`config.mk`:
```
export PLATFORM = sky130hd
export DESIGN_NAME = niosfirmware_mem_loader
export DESIGN_NICKNAME = d
export VERILOG_FILES = /design/src/rtl/niosfirmware_mem_loader_pkg.sv /design/src/rtl/niosfirmware_mem_loader.sv
export SDC_FILE = /design/constraint.sdc
export NUM_CORES = 1
export LEC_CHECK = 0
export CAP_MARGIN = 10
export CORE_ASPECT_RATIO = 1.75
export CORE_MARGIN = 3
export CORE_UTILIZATION = 35
export CTS_BUF_LIST = sky130_fd_sc_hd__clkbuf_4
export CTS_CLUSTER_DIAMETER = 50
export DETAILED_ROUTE_END_ITERATION = 6
export GPL_ROUTABILITY_DRIVEN = 0
export PLACE_DENSITY = 0.54
export SYNTH_ARGS = -nofsm -noshare
export SYNTH_HDL_FRONTEND = slang
export SYNTH_SLANG_ARGS = --single-unit
```
`constraint.sdc`:
```
create_clock -name clk -period 6.65 [get_ports clk]
set_input_delay 0.9975 -clock clk [delete_from_list [all_inputs] [get_ports clk]]
set_output_delay 0.9975 -clock clk [all_outputs]
set_load 0.02 [all_outputs]
```
`src/rtl/niosfirmware_mem_loader_pkg.sv`:
```
// Shared types and constants for the Nios firmware RAM loader.
//   loader_state_e : loader FSM states
//   lane_idx_t     : byte-lane index inside a 32-bit word (byte 0 = bits [7:0])
package niosfirmware_loader_pkg;

    localparam int LOADER_ADDR_W = 11;
    localparam int LOADER_DEPTH  = 2048;

    typedef enum logic [1:0] {
        IDLE,
        COLLECT,
        WRITE
    } loader_state_e;

    typedef logic [1:0] lane_idx_t;

endpackage

```
`src/rtl/niosfirmware_mem_loader.sv`:
```
// Nios firmware RAM loader: packs a little-endian byte stream into 32-bit
// words and writes them into the on-chip RAM, holding the CPU in reset while
// busy and reporting an additive checksum of the loaded image.
// Ports:
//   clk, reset                  clock, synchronous active-high reset
//   start, abort                load request (IDLE only) / cancel (while busy)
//   base_addr, word_count       load window, latched on an accepted start
//   in_valid, in_data, in_ready byte-stream handshake
//   mem_*                       RAM write port (single-cycle, no waitrequest)
//   cpu_reset_req, busy         CPU hold / loader activity
//   done, aborted               one-cycle completion pulses
//   checksum                    sum of words written in the current load
module niosfirmware_mem_loader
    import niosfirmware_loader_pkg::*;
#(
    parameter int ADDR_W = LOADER_ADDR_W,
    parameter int DEPTH  = LOADER_DEPTH   // must equal 2**ADDR_W
) (
    input  logic              clk,
    input  logic              reset,
    input  logic              start,
    input  logic              abort,
    input  logic [ADDR_W-1:0] base_addr,
    input  logic [ADDR_W:0]   word_count,
    input  logic              in_valid,
    input  logic [7:0]        in_data,
    output logic              in_ready,
    output logic [ADDR_W-1:0] mem_address,
    output logic [3:0]        mem_byteenable,
    output logic              mem_chipselect,
    output logic              mem_write,
    output logic [31:0]       mem_writedata,
    output logic              cpu_reset_req,
    output logic              busy,
    output logic              done,
    output logic              aborted,
    output logic [31:0]       checksum
);

    loader_state_e     state, state_n;
    logic [ADDR_W-1:0] ptr, ptr_n;
    logic [ADDR_W:0]   rem, rem_n;
    lane_idx_t         idx, idx_n;
    logic [31:0]       word, word_n;

    logic              in_ready_n, wr_n, busy_n, done_n, aborted_n;
    logic [ADDR_W-1:0] addr_n;
    logic [31:0]       wdata_n, csum_n;
    logic              accept;

    // in_ready is registered and only high in COLLECT, so it doubles as the
    // "state == COLLECT" qualifier for byte acceptance.
    assign accept = in_valid && in_ready;

    always_comb begin
        state_n   = state;
        ptr_n     = ptr;
        rem_n     = rem;
        idx_n     = idx;
        word_n    = word;
        addr_n    = mem_address;
        wdata_n   = mem_writedata;
        csum_n    = checksum;
        wr_n      = 1'b0;
        done_n    = 1'b0;
        aborted_n = 1'b0;

        unique case (state)
            IDLE: begin
                if (start) begin
                    csum_n = '0;
                    if (word_count != '0) begin
                        ptr_n   = base_addr;
                        rem_n   = word_count;
                        idx_n   = '0;
                        word_n  = '0;
                        state_n = COLLECT;
                    end else begin
                        done_n = 1'b1;
                    end
                end
            end
            COLLECT: begin
                if (abort) begin
                    // Partial word is simply dropped; nothing reaches the RAM.
                    idx_n     = '0;
                    aborted_n = 1'b1;
                    state_n   = IDLE;
                end else if (accept) begin
                    word_n[{idx, 3'b000} +: 8] = in_data;
                    idx_n = idx + 2'd1;
                    if (idx == 2'd3) begin
                        // Present the completed word next cycle (WRITE).
                        addr_n  = ptr;
                        wdata_n = word_n;
                        wr_n    = 1'b1;
                        state_n = WRITE;
                    end
                end
            end
            WRITE: begin
                // The write on the bus this cycle always completes, even on abort.
                csum_n = checksum + mem_writedata;
                ptr_n  = (ptr == ADDR_W'(DEPTH - 1)) ? '0 : ptr + 1'b1;
                rem_n  = rem - 1'b1;
                if (abort) begin
                    aborted_n = 1'b1;
                    state_n   = IDLE;
                end else if (rem == (ADDR_W + 1)'(1)) begin
                    done_n  = 1'b1;
                    state_n = IDLE;
                end else begin
                    state_n = COLLECT;
                end
            end
            default: state_n = IDLE;
        endcase

        in_ready_n = (state_n == COLLECT);
        busy_n     = (state_n != IDLE);
    end

    always_ff @(posedge clk) begin
        if (reset) begin
            state         <= IDLE;
            ptr           <= '0;
            rem           <= '0;
            idx           <= '0;
            word          <= '0;
            in_ready      <= 1'b0;
            mem_address   <= '0;
            mem_writedata <= '0;
            mem_write     <= 1'b0;
            busy          <= 1'b0;
            done          <= 1'b0;
            aborted       <= 1'b0;
            checksum      <= '0;
        end else begin
            state         <= state_n;
            ptr           <= ptr_n;
            rem           <= rem_n;
            idx           <= idx_n;
            word          <= word_n;
            in_ready      <= in_ready_n;
            mem_address   <= addr_n;
            mem_writedata <= wdata_n;
            mem_write     <= wr_n;
            busy          <= busy_n;
            done          <= done_n;
            aborted       <= aborted_n;
            checksum      <= csum_n;
        end
    end

    assign mem_chipselect = mem_write;
    assign mem_byteenable = {4{mem_write}};
    assign cpu_reset_req  = busy;

endmodule

```
==> flow_summary.json <==
{
  "drt_iter0_drc": 327,
  "cap_violations": 0,
  "grt_pass1_wl_um": 37400,
  "clk_latency_ns": 0.57,
  "comb_power_share_pct": 10.4,
  "ys_seq_elements": 139,
  "htree_levels": 4,
  "synth_cell_types": 75,
  "critPathMaxFanout": 35,
  "path_cells": "inv_1 -> ha_1 -> buf_4 -> inv_1 -> nor2_1 -> a21oi_1 -> buf_4 -> nor2b_2 -> a22oi_1 -> o311ai_1",
  "setup_ws_ns": 3.38,
  "syn-cell-area_sq_um": 7760,
  "p_seq_share_pct": 53.3,
  "cts_resized": 0,
  "stdcell_count": 1398,
  "track_usage_pct": 19.2,
  "r2r-end": "checksum[28]",
  "hold_depth": 2,
  "detailed_place_hpwl_um": 17100,
  "die_h_um": 203,
  "fin_skew_ns": 0.0257,
  "ant_nets": 0,
  "period_minus_slack_ns": 3.27,
  "ff2ff_path_depth": 10,
  "hp-class": "reg -> reg",
  "cp_slowest_cell": "nor2b_2",
  "final_util_pct": 43.5,
  "antenna_found_initial": 1,
  "clkPwrFrac_pct": 36.3,
  "port_buffers": 121,
  "setup-tns-final_ns": 0,
  "max_freq_ghz": 0.306,
  "wl_per_cell_um": 16.6,
  "cts.clk_slew.worst_paths_ns": 0.13,
  "fin_crit_sh_pct": 49.1,
  "rsz0062_at_grt": "no",
  "p_sw_uw": 454,
  "worst_ep_required_time_ns": 7.13,
  "grt_pass1_vias": 7186,
  "r2r_start": "state[0]",
  "relSlewSlack_pct": 28.4,
  "grt_max_degree": 74,
  "hold_start": "word[25]",
  "yosys_warnings": 0,
  "cellPowerDensity_nw_per_um2": 172,
  "leakage_uw": 0.00357,
  "drv_slew": 0,
  "holdPathEnd": "word[25]",
  "max_stage_delay_ns": 0.75,
  "tightest_slew_ns": 1.07,
  "fp.dieW_um": 119,
  "dieArea_sq_um": 24100,
  "synth_nets": 1090,
  "post_cts_buffers": 0,
  "yosys-top-cells-area": "dfxtp_1 (36%), ha_1 (7.1%), nand2_1 (6.4%)",
  "multi_input_area_sq_um": 4530,
  "drtPass1Iterations": 5,
  "p_int_uw": 1170,
  "cts_sinks": 139,
  "place_inst": 1366,
  "drt-total-wl_um": 23200,
  "numCtsBuffers": 17,
  "final-seq-area_sq_um": 2780,
  "clockRootBuffer": "clkbuf_4",
  "initial_core_util_pct": 35.8,
  "yosysTopAreaCell": "dfxtp_1",
  "io_pins": 122,
  "avgSynthCellArea_sq_um": 7.69,
  "cp.arrival_ns": 3.75,
  "synth_commonest_cells": "dfxtp_1 (139), nand2_1 (133), nor2_1 (121)",
  "sw_frac_of_total_pct": 28.1,
  "finalSetupViolations": 0,
  "num_vias": 7391,
  "rows": 71,
  "synth_cells": 1009,
  "drc": 0,
  "synth_flop_cell": "dfxtp_1",
  "hold_violations": 0,
  "cts_tree": "built",
  "core_sq_um": 21700,
  "critPathCaptureType": "flop",
  "drive_above_1_share_pct": 5.88,
  "vias_per_cell": 5.29,
  "synth_edf_count": 0,
  "fillerInstances": 2309,
  "synthArstFlopShare_pct": 0,
  "nets": 1174,
  "status": "completed",
  "synth.top_cell.area_share_pct": 35.9,
  "r2r_slack_ns": 3.38,
  "vdd_drop_max_mv": 0.109,
  "grt-ovfl-total": 0,
  "synth.most_common_cell": "dfxtp_1",
  "area_growth_pct": 21.7,
  "cts.hold.buffers_added": 0,
  "crit_type": "reg -> reg",
  "dpl_worst_slack_ns": 3.35,
  "yosysSeqAreaShare_pct": 35.9,
  "clk_path_buf_depth": 2,
  "cp-start-kind": "flop"
}
==> critical path, delay by kind of cell, from the launching register on <==
kind            cells  cell delay (ns)
simple gates        2             0.92
flops               1             0.42
buf+inv             4             1.15
fa+ha+maj           1             0.20
compound gates      3             0.47
==> power by group through the flow <==
stage | combinational, uW | sequential [uW] | clock, uW
after floorplan | 101 | 879 | 0
after global placement | 170 | 883 | 0
after detailed placement | 169 | 883 | 0
after CTS | 170 | 864 | 614
after global routing | 186 | 867 | 646
final | 169 | 864 | 587
==> state kept, by name, summed over array words and instances, names as in the netlist, 2 cells and up <==
name	count
checksum	32
state	2
mem_address	11
idx	2
ptr	11
rem	12
mem_writedata	32
word	32
==> cell usage in the layout, fill, tap and decap left out, types with 4 or more instances in the layout <==
cell             Yosys  routed
dfxtp_1            139     139
nand2_1            133     133
nor2b_1             14      12
o31ai_1              4       4
a22oi_1             25      25
o21ai_0             54      54
a21oi_1             91      91
nor3_1              34      34
clkinv_2             0       4
nor3b_1              4       4
nor2_1             121     120
xnor2_1             13      13
a211oi_1            12      12
a211o_1              4       4
clkinvlp_4           0       4
a21o_1              14      14
clkbuf_4             0      18
buf_4                6      12
a22o_1              24      24
clkdlybuf4s50_1      0     120
inv_1               46      46
nand3_1             43      43
o21a_1               4       4
nand2b_1            13      13
nor4_1               4       4
and3_1               7       7
ha_1                44      44
a21oi_2              4       4
or3_1                5       5
o22ai_1              6       6
xor2_1              14      14
nand4_1              4       4
==> routing by layer <==
| layer | share of wire [%] | track usage [%] | up-vias |
|---|---|---|---|
| li1 | - | - | 3707 |
| met1 | 39 | 20.2 | 3487 |
| met2 | 55 | 37.0 | 170 |
| met3 | 4.3 | 4.32 | 27 |
| met4 | 2.0 | 6.63 | 0 |
| met5 | 0 | 0 | - |
==> cell type report <==
| cell class | instances | share of cell area [%] |
|---|---|---|
| Antenna cell | 1 | 0.0265 |
| Inverter | 47 | 1.87 |
| Sequential cell | 139 | 29.5 |
| Multi-Input combinational cell | 756 | 48.0 |
| Timing Repair Buffer | 132 | 13.7 |
| Clock inverter | 13 | 1.62 |
| Tap cell | 292 | 3.87 |
| Clock buffer | 18 | 1.43 |
==> kinds of logic (layout without fill, tap and decap cells) <==
group,after synthesis,in the layout,share of synthesized area (%)
AOI/OAI and AO/OA,280,280,24.1
xor gates and xnor gates,27,27,3.05
adders and majority gates,45,45,7.35
buffers and inverters,114,210,5.87
DFF,139,139,35.9
muxes,2,2,0.274
other,0,1,0
and+or+nand+nor,402,402,23.5
==> worst max path at each step <==
stage,slack (ns),endpoint,cells after the start,startpoint
global route,3.08,checksum[28],10,state[0]
floorplan,4.05,checksum[26],12,checksum[0]
global placement,3.36,checksum[28],10,state[0]
detailed placement,3.35,checksum[28],10,state[0]
CTS,3.32,checksum[28],10,state[0]
finish,3.38,checksum[28],10,state[0]
==> per-stage QoR <==
stage | instance area (sq um) | total power, uW | hold WS [ns]
global placement | 9150 | 1050 | 0.437
global route | 9440 | 1700 | 0.479
CTS | 9440 | 1650 | 0.460
finish | 9440 | 1620 | 0.459
floorplan | 7760 | 980 | 0.432
detailed placement | 9150 | 1050 | 0.443
Note: power is estimated with default switching activity, not from simulation.
